### src/rtl/tag_lookup_sequencer.sv
// tag_lookup_sequencer: set-associative tag lookup/allocate controller that walks one way per cycle
module tag_lookup_sequencer #(
  parameter int TAG_W = 5,
  parameter int WAYS = 4,
  parameter int IDX_W = 3,
  localparam int WAY_W = $clog2(WAYS),
  localparam int SETS = 1 << IDX_W
) (
  input  logic             clk,
  input  logic             reset_n,
  input  logic             req_valid,
  output logic             req_ready,
  input  logic [TAG_W-1:0] req_tag,
  input  logic [IDX_W-1:0] req_index,
  input  logic             req_alloc,
  output logic             resp_valid,
  input  logic             resp_ready,
  output logic             resp_hit,
  output logic [WAY_W-1:0] resp_way,
  output logic             resp_evict,
  input  logic             flush,
  output logic             busy
);
  typedef enum logic [1:0] {IDLE, COMPARE, RESP} state_t;
  state_t state_q, state_d;
  logic [WAY_W-1:0] ptr_q, ptr_d;
  logic [TAG_W-1:0] lat_tag_q, lat_tag_d;
  logic [IDX_W-1:0] lat_idx_q, lat_idx_d;
  logic lat_alloc_q, lat_alloc_d;
  logic resp_valid_q, resp_valid_d, resp_hit_q, resp_hit_d, resp_evict_q, resp_evict_d;
  logic [WAY_W-1:0] resp_way_q, resp_way_d;
  logic [SETS-1:0][WAYS-1:0] valid_q, valid_d;
  logic [SETS-1:0][WAY_W-1:0] rr_q, rr_d;
  logic [TAG_W-1:0] tag_q [SETS][WAYS];
  logic has_inv, match, wr_en;
  logic [WAY_W-1:0] inv_way, victim;
  assign req_ready = (state_q == IDLE) && !flush;
  assign busy = state_q != IDLE;
  assign resp_valid = resp_valid_q;
  assign resp_hit = resp_hit_q;
  assign resp_way = resp_way_q;
  assign resp_evict = resp_evict_q;
  // Victim prefers the lowest invalid way so the round-robin pointer only ages on true evictions
  always_comb begin
    has_inv = 1'b0;
    inv_way = '0;
    for (int w = WAYS - 1; w >= 0; w--)
      if (!valid_q[lat_idx_q][w]) begin
        has_inv = 1'b1;
        inv_way = WAY_W'(w);
      end
    victim = has_inv ? inv_way : rr_q[lat_idx_q];
    match = valid_q[lat_idx_q][ptr_q] && (tag_q[lat_idx_q][ptr_q] == lat_tag_q);
    state_d = state_q;
    ptr_d = ptr_q;
    lat_tag_d = lat_tag_q;
    lat_idx_d = lat_idx_q;
    lat_alloc_d = lat_alloc_q;
    resp_valid_d = resp_valid_q;
    resp_hit_d = resp_hit_q;
    resp_way_d = resp_way_q;
    resp_evict_d = resp_evict_q;
    valid_d = valid_q;
    rr_d = rr_q;
    wr_en = 1'b0;
    case (state_q)
      IDLE:
        if (flush) valid_d = '0;
        else if (req_valid) begin
          lat_tag_d = req_tag;
          lat_idx_d = req_index;
          lat_alloc_d = req_alloc;
          ptr_d = '0;
          state_d = COMPARE;
        end
      COMPARE:
        if (match) begin
          resp_hit_d = 1'b1;
          resp_way_d = ptr_q;
          resp_evict_d = 1'b0;
          resp_valid_d = 1'b1;
          state_d = RESP;
        end else if (ptr_q != WAY_W'(WAYS - 1)) ptr_d = ptr_q + 1'b1;
        else begin
          resp_hit_d = 1'b0;
          resp_way_d = lat_alloc_q ? victim : '0;
          resp_evict_d = lat_alloc_q && valid_q[lat_idx_q][victim];
          resp_valid_d = 1'b1;
          state_d = RESP;
          if (lat_alloc_q) begin
            wr_en = 1'b1;
            valid_d[lat_idx_q][victim] = 1'b1;
            if (!has_inv) rr_d[lat_idx_q] = rr_q[lat_idx_q] + 1'b1;
          end
        end
      RESP:
        if (resp_ready) begin
          resp_valid_d = 1'b0;
          state_d = IDLE;
        end
      default: state_d = IDLE;
    endcase
  end
  always_ff @(posedge clk or negedge reset_n)
    if (!reset_n) begin
      state_q <= IDLE;
      ptr_q <= '0;
      lat_tag_q <= '0;
      lat_idx_q <= '0;
      lat_alloc_q <= 1'b0;
      resp_valid_q <= 1'b0;
      resp_hit_q <= 1'b0;
      resp_way_q <= '0;
      resp_evict_q <= 1'b0;
      valid_q <= '0;
      rr_q <= '0;
    end else begin
      state_q <= state_d;
      ptr_q <= ptr_d;
      lat_tag_q <= lat_tag_d;
      lat_idx_q <= lat_idx_d;
      lat_alloc_q <= lat_alloc_d;
      resp_valid_q <= resp_valid_d;
      resp_hit_q <= resp_hit_d;
      resp_way_q <= resp_way_d;
      resp_evict_q <= resp_evict_d;
      valid_q <= valid_d;
      rr_q <= rr_d;
    end
  // Tag contents need no reset; the valid bits gate every compare
  always_ff @(posedge clk)
    if (wr_en) tag_q[lat_idx_q][victim] <= lat_tag_q;
endmodule
### config.mk
export PLATFORM = sky130hd
export DESIGN_NAME = tag_lookup_sequencer
export DESIGN_NICKNAME = d
export VERILOG_FILES = /design/src/rtl/tag_lookup_sequencer.sv
export SDC_FILE = /design/constraint.sdc
export NUM_CORES = 1
export LEC_CHECK = 0
export BUFFER_PORTS_ARGS = -buffer_cell sky130_fd_sc_hd__buf_2
export CORE_ASPECT_RATIO = 0.5
export CORE_MARGIN = 2
export CORE_UTILIZATION = 40
export DETAILED_ROUTE_END_ITERATION = 10
export GPL_TIMING_DRIVEN = 0
export SLEW_MARGIN = 40
export SYNTH_ARGS = -nofsm -noshare
export SYNTH_HDL_FRONTEND = slang
export SYNTH_SLANG_ARGS = --single-unit
export TNS_END_PERCENT = 50
### constraint.sdc
create_clock -name clk -period 4.9 [get_ports clk]
set_input_delay 0.49 -clock clk [delete_from_list [all_inputs] [get_ports clk]]
set_output_delay 0.49 -clock clk [all_outputs]
set_load 0.02 [all_outputs]
Yosys cells after proc, flatten, opt, wreduce, memory -nomap -nowiden
Memory sizes are Yosys's and may differ from the RTL's.
Cells that the tools add are included.
{ "word_totals": {"regBits": 66, "ram_bits": 160, "in_bits": 14, "out_inout_bits": 7, "elab_cells": 137, "memories": 1} }
{ "mem_list": {"columns": ["memory", "depth", "word_bits", "read_ports", "rd_ports_with_merged_regs", "wr", "line_no", "text"], "rows": [
  ["tag_q", 8, 20, 1, 0, 1, "34", "logic [TAG_W-1:0] tag_q [SETS][WAYS];"]
]} }
{ "classes": {"n_addsub": 2, "n_lt_le_gt_ge": 8, "eq_ne": 14, "muxes": 62, "n_bitwise": 7, "n_reduce_logical": 18} }
{ "op_table": {"columns": ["operator", "count"], "rows": [
  ["$mux W32", 4],
  ["$pmux W32 S2", 1],
  ["$mux W2", 19],
  ["$or A32 B32 Y32", 1],
  ["$mux W20", 1],
  ["$ne A2 B2 Y1 const B", 10],
  ["$mux W1", 19],
  ["$bwmux W16", 1],
  ["$mux W5", 3],
  ["$reduce_and A5 Y1", 3],
  ["$bmux W4 S3", 1],
  ["$demux W4 S3", 1],
  ["$bmux W5 S2", 1],
  ["$demux W5 S2", 1],
  ["$mux W4", 2],
  ["$bmux W2 S3", 1],
  ["$demux W2 S3", 1],
  ["$ge A3 B3 Y1 const B", 2],
  ["$logic_and A1 B1 Y1", 6],
  ["$lt A2 B3 Y1 const B", 2],
  ["$not A2 Y3", 2],
  ["$pmux W2 S3", 1],
  ["$reduce_and A3 Y1", 2],
  ["$reduce_bool A2 Y1", 3],
  ["other kinds (18)", 23]
]} }

Depth between registers and ports, before layout
Gate-level depths: netlist of run 1.
{ "logic_depth": {"depth_word": 18, "ltp_mapped": 15} }

Least setup slack after synthesis of run 1
No wires, ideal clock.
{ "synth_timing": {"kind": "flip-flop to flip-flop", "start": "register lat_idx_q[1]", "end": "memory tag_q[0][0] (netlist name) (enable)", "setup_ps": 381, "arrival_ps": 2999, "setup_slack_ps": 1520, "stages_incl_launch_ff": 14, "path_buffers": 5, "path_cell_list": "dfrtp_1 > buf_4 > buf_6 > buf_6 > mux2i_1 > mux4_2 > a22oi_1 > xor2_1 > nor4_1 > a31oi_1 > nor4_4 > buf_2 > buf_2 > nor4_1"} }
{ "synth_via": {"elab_chain_cells": 13, "elab_cells_between_ends": 31, "cone_classes": "order compare (2); eq/ne (1); mux (24); bitwise (1); reduce/logical (2); memory (1)"} }
{ "synth_lines": {"columns": ["element", "line_no", "text"], "rows": [
  ["start, declared", "28", "logic [IDX_W-1:0] lat_idx_q, lat_idx_d;"],
  ["start signal, assigned", "121", "lat_idx_q <= lat_idx_d;"],
  ["$bmux W4 S3", "48, 53", null],
  ["$mux W4 (implied by the code)", "48, 53", null],
  ["$mux W2 / $mux W1 (equally long branches) (4 in a row)", "48", "if (!valid_q[lat_idx_q][w]) begin"],
  ["$mux W2", "52", "victim = has_inv ? inv_way : rr_q[lat_idx_q];"],
  ["$not A2 Y3 (implied by the code)", "132", "if (wr_en) tag_q[lat_idx_q][victim] <= lat_tag_q;"],
  ["$ge A3 B3 Y1 (implied by the code) / $lt A3 B1 Y1 (equally long branches)", "132", null],
  ["$logic_and A1 B1 Y1 (implied by the code)", "132", null],
  ["$mux W5 (implied by the code)", "132", null],
  ["$demux W5 S2", "132", null],
  ["$mux W20 (implied by the code)", "132", null],
  ["end, declared", "34", null]
]} }
Parallel ways exist; a longest one is shown, timed or not. The select of a mux whose other input is x is not followed.

Worst setup path after layout of run 1
{ "layout_timing": {"start": "register lat_idx_q[0]", "end": "memory tag_q[1][3] (netlist name) (enable)"} }
Same word-level chain as after synthesis.

==> out/qor.csv, run 1 <==
stage,metric,value,unit
synthesis,post-synth top area share,0.490,
critical_path,cell chain of the critical path,"buf_4, inv_1, clkbuf_1, mux4_2, a22oi_1, xor2_1, nor4_1, a31oi_1, nor4_4, buf_2, buf_2, nor4_2",
floorplan,Die W,225,um
synthesis,share of flip-flops with an asynchronous set or reset,0.292,
synthesis,Synth Cell Area,0.00980,mm^2
clocking,latest clock arrival within the worst-skew pair,0.51,ns
power,Clock power frac,0.254,
global_routing,total global-route track usage,0.228,
critical_path,CP startpoint kind,register,
route,final WL,28900,um
critical_path,buffers and inverters on the worst path,5,
global_routing,largest net degree at the start of global routing,37,
placement,placed instance area,0.0104,mm^2
sta,clock skew,0.0153,ns
run_status,status,"finished, final reports clean",
synthesis,"Primary FF master, synth",edfxtp_1,
route,Starting DRT DRC Count,1000,
synthesis,syn_nets,708,
critical_path,crit path capture type,register,
placement,Post-DP HPWL,19300,um
power,VDD IR-drop max,0.291,mV
synthesis,"EDFF count, synth",160,
final_layout,final design utilization,0.466,
synthesis,Yosys warnings,0,
final_layout,Seq. cell area,0.00646,mm^2
global_routing,total gr overflow,0,
power,PD cells,590,mW/mm^2
route,Vias/cell,6.21,
power,Pleak,4.00,nW
final_layout,area of the multi-input gates,0.00317,mm^2
synthesis,post-synth cell types,67,
final_layout,Fillers,2133,
power,Internal Power,4.03,mW
synthesis,#FFs+latches synth,226,
synthesis,Syn Area/Cell,14.1,um^2
global_routing,vias in the first global route,6537,
critical_path,slowest CP cell,nor4_4,
clocking,clock root buffer,clkbuf_16,
sta,Peak Freq,0.206,GHz
floorplan,CORE AREA,0.0240,mm^2
route,post-DR wirelength/cell,26.9,um
final_layout,nets@finish,756,
global_routing,first-pass GRT wire length,42400,um
critical_path,CP required,5.10,ns
critical_path,"delay-heaviest family, CP",buffers and inverters,
sta,"Slew Viols, Final",0,
critical_path,most frequent CP cell,buf_2,
synthesis,post-synth top area cell,edfxtp_1,
floorplan,die extent in y,115,um
sta,final setup violation count,0,
power,switching power,2.57,mW
sta,WHS,0.195,ns
critical_path,CP Class,reg -> reg,
sta,unrepaired setup endpoints after global routing,yes,
route,drc violations,0,
sta,fin crit share,0.989,
synthesis,sequential area share after synthesis,0.659,
sta,"Worst Setup Slack, final",0.0555,ns
floorplan,starting density of the core,0.408,
final_layout,share of layout cells above drive strength 1,0.197,
clocking,clk slew on worst S/H paths,0.06,ns
route,drt first pass iters,5,
synthesis,Area contributors post-synth,"edfxtp_1 49%, dfrtp_1 17%, mux2i_1 2.7%",
synthesis,most frequent cell after synthesis,edfxtp_1,
power,Sw Share,0.389,
global_routing,initial antenna violation count,1,
hold_path,Worst Hold Class,in -> reg,
sta,relative slew slack,0.419,
final_layout,Area Growth Syn to Fin,14.1,%
critical_path,slack of the worst reg-to-reg path,0.06,ns
sta,Slew @ Worst Pin,0.871,ns
power,Power Total,6.60,mW
sta,Tmin final,4.84,ns
floorplan,num ports,21,
route,vias,6668,
clocking,H-tree levels,1,
floorplan,die area,0.0258,mm^2
clocking,Post-CTS Setup Bufs,0,
final_layout,final instance area,0.0112,mm^2
floorplan,Rows,40,
critical_path,CP arrival,5.05,ns
clocking,clk buf depth,3,
job,max_cap viols,0,
clocking,Num CTS Buffers,22,
synthesis,Synth Instances,693,
sta,Fin. Hold Viols,0,
placement,I/O Buffers,20,
route,Routed Antenna Nets,0,
synthesis,Commonest cells post-synth,"160 x edfxtp_1, 66 x dfrtp_1, 57 x nand2_1",
power,Flop pwr share,0.402,
critical_path,"slowest stage delay, CP",0.72,ns
clocking,CTS tree,built,
power,combinational power share,0.343,
placement,pre-CTS setup slack,0.172,ns
placement,GP Congestion,0.923,
clocking,clk sinks,226,
critical_path,worst-path fanout max,10,
[state kept, by name (all words and copies together), names as in the netlist]
signal       count
resp_valid       1
resp_hit         1
tag_q          160
ptr_q            2
valid_q         32
lat_idx_q        3
lat_tag_q        5
lat_alloc_q      1
resp_evict       1
state_q          2
rr_q            16
resp_way         2
[routing by layer]
metal | global-route usage | part of all wire | vias up
met5 | 0 | 0 | -
met4 | 0.0706 | 0.027 | 0
met3 | 0.0457 | 0.12 | 66
met2 | 0.352 | 0.44 | 389
met1 | 0.325 | 0.41 | 3400
li1 | - | - | 2813
[path summary, 6_finish.rpt]
| path | startpoint | to | cells past startpoint |
|---|---|---|---|
| worst max-delay path | lat_idx_q[0]$_DFFE_PN0P_ | tag_q[1][3]$_DFFE_PP_ | 12 |
| worst min-delay path | req_index[1] | lat_idx_q[1]$_DFFE_PN0P_ | 3 |
| worst max register to register | lat_idx_q[0]$_DFFE_PN0P_ | tag_q[1][3]$_DFFE_PP_ | 12 |
| worst min register to register | resp_evict$_DFFE_PN0P_ | resp_evict$_DFFE_PN0P_ | 1 |
| max in group asynchronous | reset_n | rr_q[3]$_DFFE_PN0P_ | 3 |
| min in group asynchronous | reset_n | lat_idx_q[1]$_DFFE_PN0P_ | 2 |
[stage by stage]
step | cells | setup TNS (ns)
after CTS | 1072 | 0
after floorplan | 693 | 0
after global placement | 1028 | -4.27
after global routing | 1072 | -5.54
final | 1073 | 0
after detailed placement | 1031 | 0
[power by group through the flow]
stage / combinational, mW / sequential (mW) / clock, mW
floorplan: 1.36 / 2.53 / 0
global placement: 2.13 / 2.68 / 0
detailed placement: 2.16 / 2.69 / 0
CTS: 2.17 / 2.65 / 1.69
global route: 2.34 / 2.67 / 1.77
finish: 2.27 / 2.66 / 1.68
[kinds of logic after synthesis]
kind of cell	share of synthesized area
compound gates	0.118
xor+xnor	0.00536
fa+ha+maj	0.00128
buf+inv	0.0308
flops	0.659
mux	0.0990
simple gates	0.0867
[cell usage in the layout (no fill, tap or decap), types with 14 or more instances in the layout]
cell type  count
edfxtp_1     160
dfrtp_1       61
nand2_1       57
buf_2         36
nor2_1        28
mux2i_1       26
clkbuf_1      25
clkbuf_16     24
mux2_1        23
mux2_2        20
a22oi_1       18
o21ai_0       18
a21oi_1       16
a221oi_1      14
o21ai_1       14
[final cells by class]
| class | instances | area share |
|---|---|---|
| Tap cell | 315 | 0.0352 |
| Buffer | 49 | 0.0243 |
| Clock inverter | 7 | 0.00503 |
| Clock buffer | 33 | 0.0580 |
| Multi-Input combinational cell | 410 | 0.284 |
| Timing Repair Buffer | 24 | 0.0130 |
| Inverter | 8 | 0.00269 |
| Antenna cell | 1 | 0.000224 |
| Sequential cell | 226 | 0.578 |
[timing repair]
| item | CTS | global route |
|---|---|---|
| hold buffers | 1 | 0 |
| resized for setup | 0 | 0 |
| endpoints found under the setup margin | 0 | 40 |
| endpoints found under the hold margin | 32 | 0 |
[worst register-to-register path, stage by stage (launching register included)]
cell and delay, ns:
dfrtp_1 0.42, buf_4 0.23, inv_1 0.23, clkbuf_1 0.62, mux4_2 0.45, a22oi_1 0.20, xor2_1 0.10, nor4_1 0.41
a31oi_1 0.18, nor4_4 0.73, buf_2 0.41, buf_2 0.38, nor4_2 0.18
(Power assumes the default switching activity.)
==> run 2: changes to the inputs <==
- CAP_MARGIN: default -> 20
- REMOVE_ABC_BUFFERS: default -> 1
==> out/qor.csv, run 2 (same netlist as run 1, synthesis figures left out) <==
stage,metric,value,unit,change
global_routing,vias in the first global route,6007,,"was 6,537"
hold_path,Worst Hold Class,in -> reg,,unchanged
critical_path,CP arrival,4.88,ns,was 5.05 ns
placement,I/O Buffers,20,,unchanged
final_layout,final instance area,0.0110,mm^2,was 0.0112 mm^2
sta,Fin. Hold Viols,0,,unchanged
critical_path,crit path capture type,register,,unchanged
global_routing,largest net degree at the start of global routing,43,,was 37
critical_path,worst-path fanout max,30,,was 10
final_layout,n_diodes,0,,was 1
clocking,clk buf depth,3,,unchanged
critical_path,CP startpoint kind,register,,unchanged
sta,Peak Freq,0.214,GHz,was 0.206 GHz
clocking,clk slew on worst S/H paths,0.06,ns,about the same
sta,relative slew slack,0.483,,was 0.419
floorplan,die extent in y,115,um,unchanged
critical_path,CP required,5.11,ns,was 5.10 ns
final_layout,Area Growth Syn to Fin,12.5,%,was 14.1%
route,Vias/cell,6.00,,was 6.21
power,PD cells,560,mW/mm^2,was 590 mW/mm^2
final_layout,top flop regs,"tag_q x160, valid_q x32, rr_q x16",,unchanged
floorplan,Rows,40,,unchanged
route,vias,6208,,"was 6,668"
critical_path,slack of the worst reg-to-reg path,0.23,ns,was 0.06 ns
sta,"Slew Viols, Final",0,,unchanged
clocking,Post-CTS Setup Bufs,0,,unchanged
final_layout,most frequent cells in the layout,"160 x edfxtp_1, 57 x dfrtp_1, 55 x nand2_1",,"was 160 x edfxtp_1, 61 x dfrtp_1, 57 x nand2_1"
clocking,CTS tree,built,,unchanged
sta,Slew @ Worst Pin,0.769,ns,was 0.871 ns
final_layout,nets@finish,719,,was 756
route,post-DR wirelength/cell,23.5,um,was 26.9 um
route,Starting DRT DRC Count,727,,"was 1,000"
route,drt first pass iters,5,,unchanged
floorplan,starting density of the core,0.408,,unchanged
global_routing,total global-route track usage,0.192,,was 0.228
clocking,Num CTS Buffers,22,,unchanged
floorplan,Die W,225,um,unchanged
sta,Tmin final,4.67,ns,was 4.84 ns
global_routing,initial antenna violation count,0,,was 1
placement,Post-DP HPWL,15600,um,"was 19,300 um"
global_routing,total gr overflow,0,,unchanged
final_layout,Post-Layout Cell Count,1034,,"was 1,073"
placement,dpl cells,994,,"was 1,031"
route,drc violations,0,,unchanged
route,Routed Antenna Nets,0,,unchanged
clocking,clk sinks,226,,unchanged
floorplan,num ports,21,,unchanged
job,max_cap viols,0,,unchanged
placement,GP Congestion,0.807,,was 0.923
placement,placed instance area,0.0103,mm^2,was 0.0104 mm^2
power,Pleak,3.89,nW,was 4.00 nW
route,final WL,24300,um,"was 28,900 um"
final_layout,Largest Register,tag_q,,unchanged
global_routing,first-pass GRT wire length,37300,um,"was 42,400 um"
floorplan,CORE AREA,0.0240,mm^2,unchanged
floorplan,die area,0.0258,mm^2,unchanged
clocking,H-tree levels,1,,unchanged
final_layout,"commonest non-fill, non-tap cell in the layout",edfxtp_1,,unchanged
critical_path,CP Class,reg -> reg,,unchanged
sta,unrepaired setup endpoints after global routing,no,,was yes
clocking,clock root buffer,clkbuf_16,,unchanged
clocking,latest clock arrival within the worst-skew pair,0.50,ns,was 0.51 ns
power,VDD IR-drop max,0.302,mV,was 0.291 mV
final_layout,share of layout cells above drive strength 1,0.207,,was 0.197
run_status,status,"finished, final reports clean",,unchanged
sta,final setup violation count,0,,unchanged
sta,fin crit share,0.953,,was 0.989
final_layout,number of flip-flops under the largest register name,160,,unchanged
sta,clock skew,0.00806,ns,was 0.0153 ns
run 2: area by class of cell:
class,instances,area (um^2)
fillers,2121,13000
clock buffers,30,602
repair buffers,36,275
well taps,315,394
inverters,8,31.3
clock inverters,9,41.3
multi-input cells,410,3200
flip-flops and latches,226,6470
run 2: per-layer routing:
layer  track usage  up-vias  routed length [um]
met1         0.286     3169               11100
met3        0.0362       41                1840
met5             0        -                   0
met4        0.0512        0                 499
li1              -     2738                   -
met2         0.290      260               10900
run 2: repair_timing:
action / 4_1_cts / 5_1_grt
gates resized for setup: 3 / 10
endpoints found under the hold margin: 24 / 0
endpoints found under the setup margin: 30 / 80
hold buffers: 1 / 0
run 2: stage by stage:
stage | power (mW) | util | setup TNS (ns) | worst slack, ns | hold slack [ns]
final | 6.18 | 0.459 | 0 | 0.230 | 0.196
after global routing | 6.42 | 0.459 | 0 | 0.0356 | 0.211
after CTS | 6.15 | 0.457 | 0 | 0.0353 | 0.185
after detailed placement | 4.61 | 0.430 | -0.897 | -0.0901 | 0.415
after global placement | 4.51 | 0.417 | -608.58 | -3.00 | 0.450
after floorplan | 3.77 | - | -16.19 | -0.180 | 0.194
run 2: final timing paths:
path                                               start                       end  cells past startpoint
worst max-delay path            lat_idx_q[1]$_DFFE_PN0P_    tag_q[6][12]$_DFFE_PP_                     12
worst min-delay path                        req_index[1]  lat_idx_q[1]$_DFFE_PN0P_                      3
worst max register to register  lat_idx_q[1]$_DFFE_PN0P_    tag_q[6][12]$_DFFE_PP_                     12
worst min register to register   valid_q[24]$_DFFE_PN0P_   valid_q[24]$_DFFE_PN0P_                      2
max in group asynchronous                        reset_n      ptr_q[0]$_DFFE_PN0P_                      3
min in group asynchronous                        reset_n  lat_idx_q[0]$_DFFE_PN0P_                      2
run 2: where the power goes:
part	total, mW	switching, mW	internal, mW	leakage [nW]
registers	2.78	0.439	2.34	2.33
clock network	1.55	0.691	0.858	0.313
logic	1.84	1.16	0.678	1.25
run 2: critical path, cell delays in order, from the launching register on:
cell and delay, ns:
dfrtp_4 0.58, buf_12 0.26, nor2b_2 0.66, a221oi_1 0.21, o22a_1 0.27, o21a_1 0.19
nor4_1 0.38, a31oi_1 0.15, nor4_4 0.52, buf_4 0.27, buf_4 0.20, or3_1 0.41
nor2_1 0.24
==> run 3: changes to the inputs <==
- RECOVER_POWER: default -> 25
==> out/qor.csv, run 3 (same netlist as run 1, synthesis figures left out) <==
stage,metric,value,unit,change
clocking,clk slew on worst S/H paths,0.06,ns,about the same
placement,dpl cells,994,,unchanged
floorplan,die extent in y,115,um,unchanged
run_status,status,"complete, but fails checks",,"was finished, final reports clean"
critical_path,most frequent CP cell,buf_4,,unchanged
clocking,clock root buffer,clkbuf_16,,unchanged
global_routing,first-pass GRT wire length,37300,um,unchanged
floorplan,starting density of the core,0.408,,unchanged
placement,GP Congestion,0.807,,unchanged
sta,"Slew Viols, Final",43,,was 0
final_layout,Area Growth Syn to Fin,12.2,%,was 12.5%
critical_path,crit path capture type,register,,unchanged
sta,unrepaired setup endpoints after global routing,no,,unchanged
placement,I/O Buffers,20,,unchanged
power,PD cells,561,mW/mm^2,was 560 mW/mm^2
final_layout,"commonest non-fill, non-tap cell in the layout",edfxtp_1,,unchanged
global_routing,total global-route track usage,0.192,,unchanged
sta,clock skew,0.00711,ns,was 0.00806 ns
power,Power Total,6.17,mW,was 6.18 mW
critical_path,CP arrival,4.86,ns,was 4.88 ns
placement,Post-DP HPWL,15600,um,unchanged
final_layout,nets@finish,719,,unchanged
route,vias,6208,,unchanged
final_layout,n_diodes,0,,unchanged
global_routing,largest net degree at the start of global routing,43,,unchanged
floorplan,die area,0.0258,mm^2,unchanged
final_layout,Post-Layout Cell Count,1034,,unchanged
sta,Fin. Hold Viols,0,,unchanged
critical_path,slowest CP cell,dfrtp_4,,was nor2b_2
clocking,latest clock arrival within the worst-skew pair,0.50,ns,about the same
clocking,H-tree levels,1,,unchanged
floorplan,Rows,40,,unchanged
sta,relative slew slack,-0.499,,was 0.483
clocking,clk buf depth,3,,unchanged
route,final WL,24300,um,about the same
sta,Tmin final,4.65,ns,was 4.67 ns
hold_path,Worst Hold Endpoint,lat_idx_q[1]$_DFFE_PN0P_,,unchanged
critical_path,worst-path fanout max,38,,was 30
critical_path,"slowest stage delay, CP",0.69,ns,was 0.66 ns
final_layout,Largest Register,tag_q,,unchanged
critical_path,FF-to-FF path depth,12,,unchanged
sta,Peak Freq,0.215,GHz,was 0.214 GHz
critical_path,CP required,5.11,ns,about the same
floorplan,num ports,21,,unchanged
final_layout,top flop regs,"tag_q x160, valid_q x32, rr_q x16",,unchanged
run_status,violated checks,"max-capacitance violations, max-slew violations",,
clocking,clk sinks,226,,unchanged
clocking,Post-CTS Setup Bufs,0,,unchanged
final_layout,share of layout cells above drive strength 1,0.202,,was 0.207
critical_path,"delay-heaviest family, CP",simple AND/OR/NAND/NOR gates,,unchanged
power,VDD IR-drop max,0.301,mV,was 0.302 mV
final_layout,final design utilization,0.458,,was 0.459
floorplan,Die W,225,um,unchanged
hold_path,hold depth,3,,unchanged
route,post-DR wirelength/cell,23.5,um,about the same
critical_path,slack of the worst reg-to-reg path,0.25,ns,was 0.23 ns
power,Pleak,3.88,nW,was 3.89 nW
route,Routed Antenna Nets,0,,unchanged
sta,Slew @ Worst Pin,2.25,ns,was 0.769 ns
placement,placed instance area,0.0103,mm^2,unchanged
floorplan,CORE AREA,0.0240,mm^2,unchanged
route,Starting DRT DRC Count,699,,was 727
hold_path,hold_sp,req_index[1],,unchanged
hold_path,Worst Hold Class,in -> reg,,unchanged
final_layout,number of flip-flops under the largest register name,160,,unchanged
critical_path,buffers and inverters on the worst path,3,,unchanged
global_routing,total gr overflow,0,,unchanged
critical_path,r2r endpoint,tag_q[6][12]$_DFFE_PP_,,unchanged
clocking,Num CTS Buffers,22,,unchanged
critical_path,CP Class,reg -> reg,,unchanged
critical_path,origin of the critical flop-to-flop path,lat_idx_q[0]$_DFFE_PN0P_,,was lat_idx_q[1]$_DFFE_PN0P_
global_routing,initial antenna violation count,0,,unchanged
sta,final setup violation count,0,,unchanged
job,max_cap viols,1,,was 0
critical_path,CP startpoint kind,register,,unchanged
critical_path,cell chain of the critical path,"buf_12, nor2_2, a221oi_1, o22a_1, o21a_1, nor4_1, a31oi_1, nor4_4, buf_4, buf_4, or3_1, nor2_1",,"was buf_12, nor2b_2, a221oi_1, o22a_1, o21a_1, nor4_1, a31oi_1, nor4_4, buf_4, buf_4, or3_1, nor2_1"
final_layout,final instance area,0.0110,mm^2,about the same
global_routing,vias in the first global route,6007,,unchanged
route,drc violations,0,,unchanged
final_layout,most frequent cells in the layout,"160 x edfxtp_1, 59 x dfrtp_1, 55 x nand2_1",,"was 160 x edfxtp_1, 57 x dfrtp_1, 55 x nand2_1"
sta,fin crit share,0.949,,was 0.953
route,drt first pass iters,5,,unchanged
clocking,CTS tree,built,,unchanged
route,Vias/cell,6.00,,unchanged
-- run 3: cell count changes in the layout (fill, tap and decap cells not counted), sizes merged --
cell,before,now
buf,35,33
clkbuf,30,32
-- run 3: per-layer routing --
| metal | vias to the layer above | wire [um] | GRT usage |
|---|---|---|---|
| met5 | - | 0 | 0 |
| li1 | 2740 | - | - |
| met4 | 0 | 545 | 0.0512 |
| met3 | 43 | 1960 | 0.0362 |
| met1 | 3169 | 11000 | 0.286 |
| met2 | 256 | 10800 | 0.290 |
-- run 3: stage by stage --
step / hold slack, ns / TNS, ns / worst slack (ns)
6_report: 0.195 / 0 / 0.249
5_1_grt: 0.211 / 0 / 0.0327
4_1_cts: 0.185 / 0 / 0.0353
3_5_place_dp: 0.415 / -0.897 / -0.0901
3_3_place_gp: 0.450 / -608.58 / -3.00
2_1_floorplan: 0.194 / -16.19 / -0.180
-- run 3: repair_timing --
action | 4_1_cts | 5_1_grt
hold endpoints to repair | 24 | 0
resized for setup | 3 | 10
endpoints found under the setup margin | 30 | 80
hold buffers | 1 | 0
-- run 3: worst max-delay path by stage --
stage                             startpoint                endpoint  slack, ns  depth (start not counted)
finish              lat_idx_q[0]$_DFFE_PN0P_  tag_q[6][12]$_DFFE_PP_       0.25                         12
global route        lat_idx_q[1]$_DFFE_PN0P_  tag_q[0][13]$_DFFE_PP_       0.03                         13
CTS                 lat_idx_q[1]$_DFFE_PN0P_  tag_q[5][16]$_DFFE_PP_       0.04                         13
detailed placement  lat_idx_q[1]$_DFFE_PN0P_  tag_q[4][18]$_DFFE_PP_      -0.09                         13
global placement    lat_idx_q[2]$_DFFE_PN0P_  tag_q[4][18]$_DFFE_PP_      -3.00                          9
floorplan           lat_idx_q[1]$_DFFE_PN0P_  tag_q[7][15]$_DFFE_PP_      -0.18                          9
-- run 3: layout make-up --
class,count,area [um^2]
Multi-Input combinational cell,410,3200
Timing Repair Buffer,36,255
Tap cell,315,394
Inverter,8,31.3
Clock inverter,9,41.3
Fill cell,2124,13000
Clock buffer,30,602
Sequential cell,226,6470
-- run 3: worst reg2reg max path: cells and delay by family (launching register included) --
kind / cells / cell delay, ns
and+or+nand+nor: 5 / 2.11
AOI/OAI and AO/OA: 4 / 0.80
buffers and inverters: 3 / 0.77
DFF: 1 / 0.69
-- run 3: where the power goes --
group          total (mW)  internal (mW)  leakage [nW]  switching (mW)
logic                1.84          0.677          1.24            1.16
clock network        1.55          0.858         0.313           0.691
registers            2.78           2.35          2.33           0.437
total                6.17           3.88          3.88            2.29
